[src/rtl/nanov_serial_alu.sv]
// Bit-serial ALU (ADD/SUB/XOR/OR/AND) with branch-compare flags taken from a SUB pass.
// Optional parallel result capture port enabled by defining NANOV_ALU_RESULT_REG_EN.
module nanov_serial_alu #(
    parameter int unsigned XLEN = 32
) (
    input  logic            clk,
    input  logic            rstn,
    input  logic            start,
    input  logic [2:0]      op,
    input  logic            pause,
    input  logic            a_bit,
    input  logic            b_bit,
    output logic            rd_bit,
    output logic            rd_valid,
    output logic            busy,
    output logic            done,
    output logic            cmp_eq,
    output logic            cmp_lt,
    output logic            cmp_ltu
`ifdef NANOV_ALU_RESULT_REG_EN
    ,
    output logic [XLEN-1:0] result_par
`endif
);

    localparam int unsigned CW = (XLEN > 1) ? $clog2(XLEN) : 1;

    typedef enum logic [2:0] {
        OP_ADD = 3'b000,
        OP_SUB = 3'b001,
        OP_XOR = 3'b100,
        OP_OR  = 3'b110,
        OP_AND = 3'b111
    } alu_op_e;

    typedef enum logic {
        S_IDLE = 1'b0,
        S_RUN  = 1'b1
    } state_e;

    state_e          state;
    logic [CW-1:0]   cnt;
    logic            carry;
    logic [2:0]      op_q;
    logic            neq;

    logic            b_eff;
    logic            sum_bit;
    logic            carry_next;
    logic            last_bit;

    assign busy     = (state == S_RUN);
    assign rd_valid = busy & ~pause;
    assign last_bit = (cnt == CW'(XLEN - 1));

    // SUB is A + ~B + 1: the +1 comes from carry being preset at start.
    always_comb begin
        b_eff      = (op_q == OP_SUB) ? ~b_bit : b_bit;
        sum_bit    = a_bit ^ b_eff ^ carry;
        carry_next = (a_bit & b_eff) | (a_bit & carry) | (b_eff & carry);
        case (op_q)
            OP_ADD, OP_SUB: rd_bit = sum_bit;
            OP_XOR:         rd_bit = a_bit ^ b_bit;
            OP_OR:          rd_bit = a_bit | b_bit;
            OP_AND:         rd_bit = a_bit & b_bit;
            default:        rd_bit = 1'b0;
        endcase
    end

    always_ff @(posedge clk or negedge rstn) begin
        if (!rstn) begin
            state   <= S_IDLE;
            cnt     <= '0;
            carry   <= 1'b0;
            op_q    <= OP_ADD;
            neq     <= 1'b0;
            done    <= 1'b0;
            cmp_eq  <= 1'b0;
            cmp_lt  <= 1'b0;
            cmp_ltu <= 1'b0;
`ifdef NANOV_ALU_RESULT_REG_EN
            result_par <= '0;
`endif
        end else begin
            done <= 1'b0;
            if (state == S_IDLE) begin
                if (start) begin
                    state <= S_RUN;
                    op_q  <= op;
                    cnt   <= '0;
                    carry <= (op == OP_SUB);
                    neq   <= 1'b0;
`ifdef NANOV_ALU_RESULT_REG_EN
                    result_par <= '0;
`endif
                end
            end else if (!pause) begin
                cnt   <= cnt + CW'(1);
                carry <= carry_next;
                neq   <= neq | (a_bit ^ b_bit);
`ifdef NANOV_ALU_RESULT_REG_EN
                result_par[cnt] <= rd_bit;
`endif
                if (last_bit) begin
                    state <= S_IDLE;
                    cnt   <= '0;
                    done  <= 1'b1;
                    // Signed LT: differing MSBs decide directly, otherwise the sign of A-B does.
                    if (op_q == OP_SUB) begin
                        cmp_eq  <= ~(neq | (a_bit ^ b_bit));
                        cmp_ltu <= ~carry_next;
                        cmp_lt  <= (a_bit != b_bit) ? a_bit : sum_bit;
                    end
                end
            end
        end
    end

endmodule

[config.mk]
export PLATFORM = sky130hd
export DESIGN_NAME = nanov_serial_alu
export DESIGN_NICKNAME = d
export VERILOG_FILES = /design/src/rtl/nanov_serial_alu.sv
export SDC_FILE = /design/constraint.sdc
export NUM_CORES = 1
export LEC_CHECK = 0
export CELL_PAD_IN_SITES_DETAIL_PLACEMENT = 0
export CELL_PAD_IN_SITES_GLOBAL_PLACEMENT = 2
export CORE_UTILIZATION = 30
export CTS_BUF_LIST = sky130_fd_sc_hd__clkbuf_4
export CTS_CLUSTER_DIAMETER = 60
export CTS_CLUSTER_SIZE = 30
export DETAILED_ROUTE_END_ITERATION = 10
export GPL_ROUTABILITY_DRIVEN = 0
export MAX_ROUTING_LAYER = met4
export PLACE_DENSITY_LB_ADDON = 0.1
export SETUP_SLACK_MARGIN = 0.3
export SLEW_MARGIN = 20
export SYNTH_ARGS = -nofsm -noshare
export SYNTH_HDL_FRONTEND = slang
export SYNTH_SLANG_ARGS = --single-unit
export TNS_END_PERCENT = 20
[constraint.sdc]
create_clock -name clk -period 6.4 [get_ports clk]
set_clock_uncertainty 0.15 [all_clocks]
set_input_delay 1.28 -clock clk [delete_from_list [all_inputs] [get_ports clk]]
set_output_delay 1.28 -clock clk [all_outputs]
set_load 0.05 [all_outputs]
* Yosys cells after proc, flatten, opt, wreduce, memory -nomap -nowiden
Index checks and enable logic that the tools add are counted.
Word-level totals: register bits 15, output and inout bits 7, word-level logic and storage cells 61
Operators by class: add/sub/neg operators 1, equality and inequality tests 8, muxes and demuxes 20, bitwise gates (word level) 17, reductions and logical operators 6
Operators with widths (count):
- $mux W5 | 4
- $mux W1 | 15
- $eq A3 B3 Y1 const B | 3
- $eq A3 B1 Y1 const B | 2
- $add A5 B1 Y5 const B | 1
- $and A1 B1 Y1 | 5
- $eq A5 B5 Y1 const B | 1
- $not A1 Y1 | 5
- $or A1 B1 Y1 | 4
- $pmux W1 S4 | 1
- $reduce_and A2 Y1 | 2
- $reduce_and A4 Y1 | 1
- $logic_not A3 Y1 | 1
- $xor A1 B1 Y1 | 3
- $ne A2 B2 Y1 const B | 1
- $reduce_bool A2 Y1 | 1
- $reduce_or A2 Y1 | 1
- $ne A1 B1 Y1 | 1

* Longest topological paths before layout
Gate-level depths: netlist of the first run.
depth after elaboration 7, depth in mapped cells 6, gate-level depth less buffers 6

* Worst setup path after synthesis of the first run
No wires, ideal clock.
path type input port to output port, start in b_bit, end out rd_bit, arrival 2.813 ns, required time 4.970 ns, path slack 2.157 ns, cell stages on the path 5, buffers on the path 0, cells stage by stage inv_1 -> xnor2_1 -> fa_1 -> a21oi_1 -> a31oi_1
On the way: word-level cells in the longest chain between the ends 5
RTL lines:
- start, declared | RTL line 12 | input logic b_bit,
- $not A1 Y1 | RTL line 58 | b_eff = (op_q == OP_SUB) ? ~b_bit : b_bit;
- $mux W1 | RTL line 58
- $xor A1 B1 Y1 (2 in a row) | RTL line 59 | sum_bit = a_bit ^ b_eff ^ carry;
- $pmux W1 S4 (*) | RTL line 61 | case (op_q)
- end, declared | RTL line 13 | output logic rd_bit,
Mark *: on every way between the ends. The rest lies on a longest branch, timed or not.

* Worst setup path after layout of the first run
start in a_bit, end out rd_bit
On the way: word-level cells in the longest chain between the ends 3
RTL lines:
- start, declared | RTL line 11 | input logic a_bit,
- $xor A1 B1 Y1 (2 in a row) | RTL line 59
- $pmux W1 S4 (*) | RTL line 61
Marks and branches as above.

==> results.json, run 1 <==
{
  "hpwl_mm": 1.25,
  "avgSynthCellArea_um2": 11.2,
  "worstSetupPathType": "in -> out",
  "seqPwrFrac": 0.414,
  "fin_tns_setup_ps": 0,
  "placed_area_mm2": 0.00102,
  "hold_viol_final": 0,
  "pwr_density_cell_mw_per_mm2": 371,
  "cp-end-kind": "output pin",
  "grt_max_degree": 16,
  "pwr-share-comb": 0.447,
  "firstDrtPassIters": 4,
  "nets": 108,
  "syn_inst": 76,
  "synthFlopType": "dfrtp_1",
  "drt-met1-wl_um": 740,
  "multiInputGateArea_um2": 440,
  "fin_cells": 123,
  "synth-seq-cells": 15,
  "ant_nets": 0,
  "hp-class": "reg -> reg",
  "finalInstanceArea_mm2": 0.00105,
  "rsz0062_at_grt": "false",
  "grtUsageTotal": 0.124,
  "yosysWarnings": 0,
  "required_ps": 4970,
  "relSlewSlack": 0.540,
  "overflow": 0,
  "cts.sink_count": 15,
  "fin_crit_sh": 0.769,
  "nFillCells": 268,
  "antenna_found_initial": 0,
  "drv_cap": 0,
  "fin_crit_ps": 4920,
  "grt_pass1_wl_mm": 2.86,
  "die_h_um": 55.3,
  "port_buffers": 15,
  "ctsResizeCount": 0,
  "holdWs_ps": 348,
  "worst_pin_slew_ps": 687,
  "design.die.area_mm2": 0.00305,
  "cp_max_fo": 4,
  "p_sw_uw": 154,
  "ir_drop_v": 0.000239,
  "post_cts_buffers": 0,
  "intPower_uw": 235,
  "wl_met3_um": 48,
  "vias": 622,
  "setup-violations-final": 0,
  "synth_top_area_share": 0.441,
  "start_util": 0.331,
  "final_cell_mix": "dfrtp_1, clkdlybuf4s50_1, mux2_2, inv_1",
  "synth.largest_area_cell": "dfrtp_1",
  "first_global_vias": 594,
  "ys_top_cells_by_area": "dfrtp_1, mux2_2, ha_1, mux2_1, nor4b_1",
  "path_clk_slew_ps": 90,
  "async_reset_ff_frac": 1.00,
  "yosysSeqAreaShare": 0.441,
  "drive_above_1_share": 0.140,
  "cp.arrival_ps": 3490,
  "status": "finished, final reports clean",
  "cts_tree": "done",
  "drc": 0,
  "place_inst": 119,
  "highest-signal-layer": "met3",
  "syn_to_final_growth_pct": 23.4,
  "swShare": 0.396,
  "drv_slew": 0,
  "pin_count": 16,
  "drt-vias-per-instance": 5.06,
  "leakagePower_nw": 0.468,
  "final_util": 0.409,
  "synth_edf_count": 0,
  "route.met2.wl_um": 844,
  "die_x_um": 55.3,
  "clock_path_buffers": 2,
  "synth_fp_nets": 90,
  "pwr-share-clk": 0.139,
  "coreArea_mm2": 0.00257,
  "wirelength_mm": 1.63,
  "fmax_mhz": 203,
  "cp-start-kind": "input pin",
  "syn-cell-area_um2": 851,
  "clock-root-buffer": "clkbuf_4",
  "worstSkewPairLatency_ps": 280,
  "cts-buffers-inserted": 3,
  "row_count": 18,
  "drtIter0Drc": 7,
  "hold_buffers": 0,
  "n_antenna_cell": 0,
  "routedWlPerCell_um": 13.3,
  "htreeDepth": 1,
  "regArea_um2": 375,
  "yosysUniqueCellTypes": 31
}
cell type report:
cell class | count | share of cell area
clock buffer | 3 | 0.0215
clock inverter | 1 | 0.00477
inverter | 5 | 0.0179
multi-input combinational | 54 | 0.420
sequential | 15 | 0.358
tap | 30 | 0.0358
timing repair buffer | 15 | 0.143
per-stage QoR:
stage                     worst slack (ps)  power (mW)
final                                 1480       0.390
after floorplan                       2160       0.289
after global placement                1500       0.336
after detailed placement              1460       0.342
after CTS                             1460       0.398
after global routing                  1360       0.421
cells by family after synthesis:
group                      Yosys count  share of synthesized area
AOI/OAI and AO/OA                   12                     0.0927
xor gates and xnor gates             1                     0.0103
adders and majority gates            5                     0.0824
buffers and inverters                7                     0.0412
DFF                                 15                      0.441
muxes                               10                      0.131
and+or+nand+nor                     26                      0.201
state kept, by name (all words and copies together), names as in the netlist:
register,flops
done,1
cnt,5
cmp_eq,1
carry,1
op_q,3
busy,1
cmp_ltu,1
neq,1
cmp_lt,1
power by group through the flow:
stage / logic [mW] / clock network (mW) / registers [mW]
global placement: 0.174 / 0 / 0.162
floorplan: 0.122 / 0 / 0.167
CTS: 0.178 / 0.0581 / 0.162
finish: 0.174 / 0.0541 / 0.161
detailed placement: 0.178 / 0 / 0.164
global route: 0.193 / 0.0614 / 0.167
worst max-delay path, cell delays in order:
cell and delay (ps):
clkdlybuf4s50_1 550, inv_1 70, ha_1 370, nand2b_1 80, a21o_1 170, a31oi_1 160, clkdlybuf4s50_1 820
synth_stat cells (2+ instances only):
cell type   n
nor2_1      4
nand2b_1    3
a22o_1      2
inv_1       5
nand2_1     2
dfrtp_1    15
mux2_1      3
o21ai_0     3
nor2b_1     2
mux2_2      6
ha_1        4
nand3_1     3
a21oi_1     3
and2_1      2
nor4b_1     3
final timing paths:
kind | end | start | depth (start not counted) | slack [ps]
max reg2reg | cmp_lt$_DFFE_PN0P_ | op_q[1]$_DFFE_PN0P_ | 5 | 4240
max in group asynchronous | cnt[1]$_DFFE_PN0P_ | rstn | 1 | 4400
min | cmp_eq$_DFFE_PN0P_ | cmp_eq$_DFFE_PN0P_ | 1 | 350
min reg2reg | cmp_eq$_DFFE_PN0P_ | cmp_eq$_DFFE_PN0P_ | 1 | 350
max | rd_bit | a_bit | 7 | 1480
min in group asynchronous | carry$_DFFE_PN0P_ | rstn | 1 | 1260
layer usage:
| metal | global-route usage | vias to the layer above |
|---|---|---|
| met5 | - | - |
| li1 | - | 307 |
| met3 | 0.0234 | 0 |
| met2 | 0.198 | 8 |
| met4 | 0.0643 | 0 |
| met1 | 0.149 | 307 |
Power figures use the tool's default switching activity.
==> inputs of run 2 (changes only) <==
clock period = 5.1 ns   (was 6.4 ns; I/O delays follow)
==> results of run 2 <==
Same layout as run 1 (identical final DEF). Status: finished, final reports clean.
Among the figures that moved: setup slack after placement 1460 ps -> 684 ps; setup slack after layout 1480 ps -> 697 ps; register-to-register setup slack 4240 ps -> 2940 ps; total power 0.390 mW -> 0.489 mW; worst IR drop on VDD 0.000239 V -> 0.000300 V
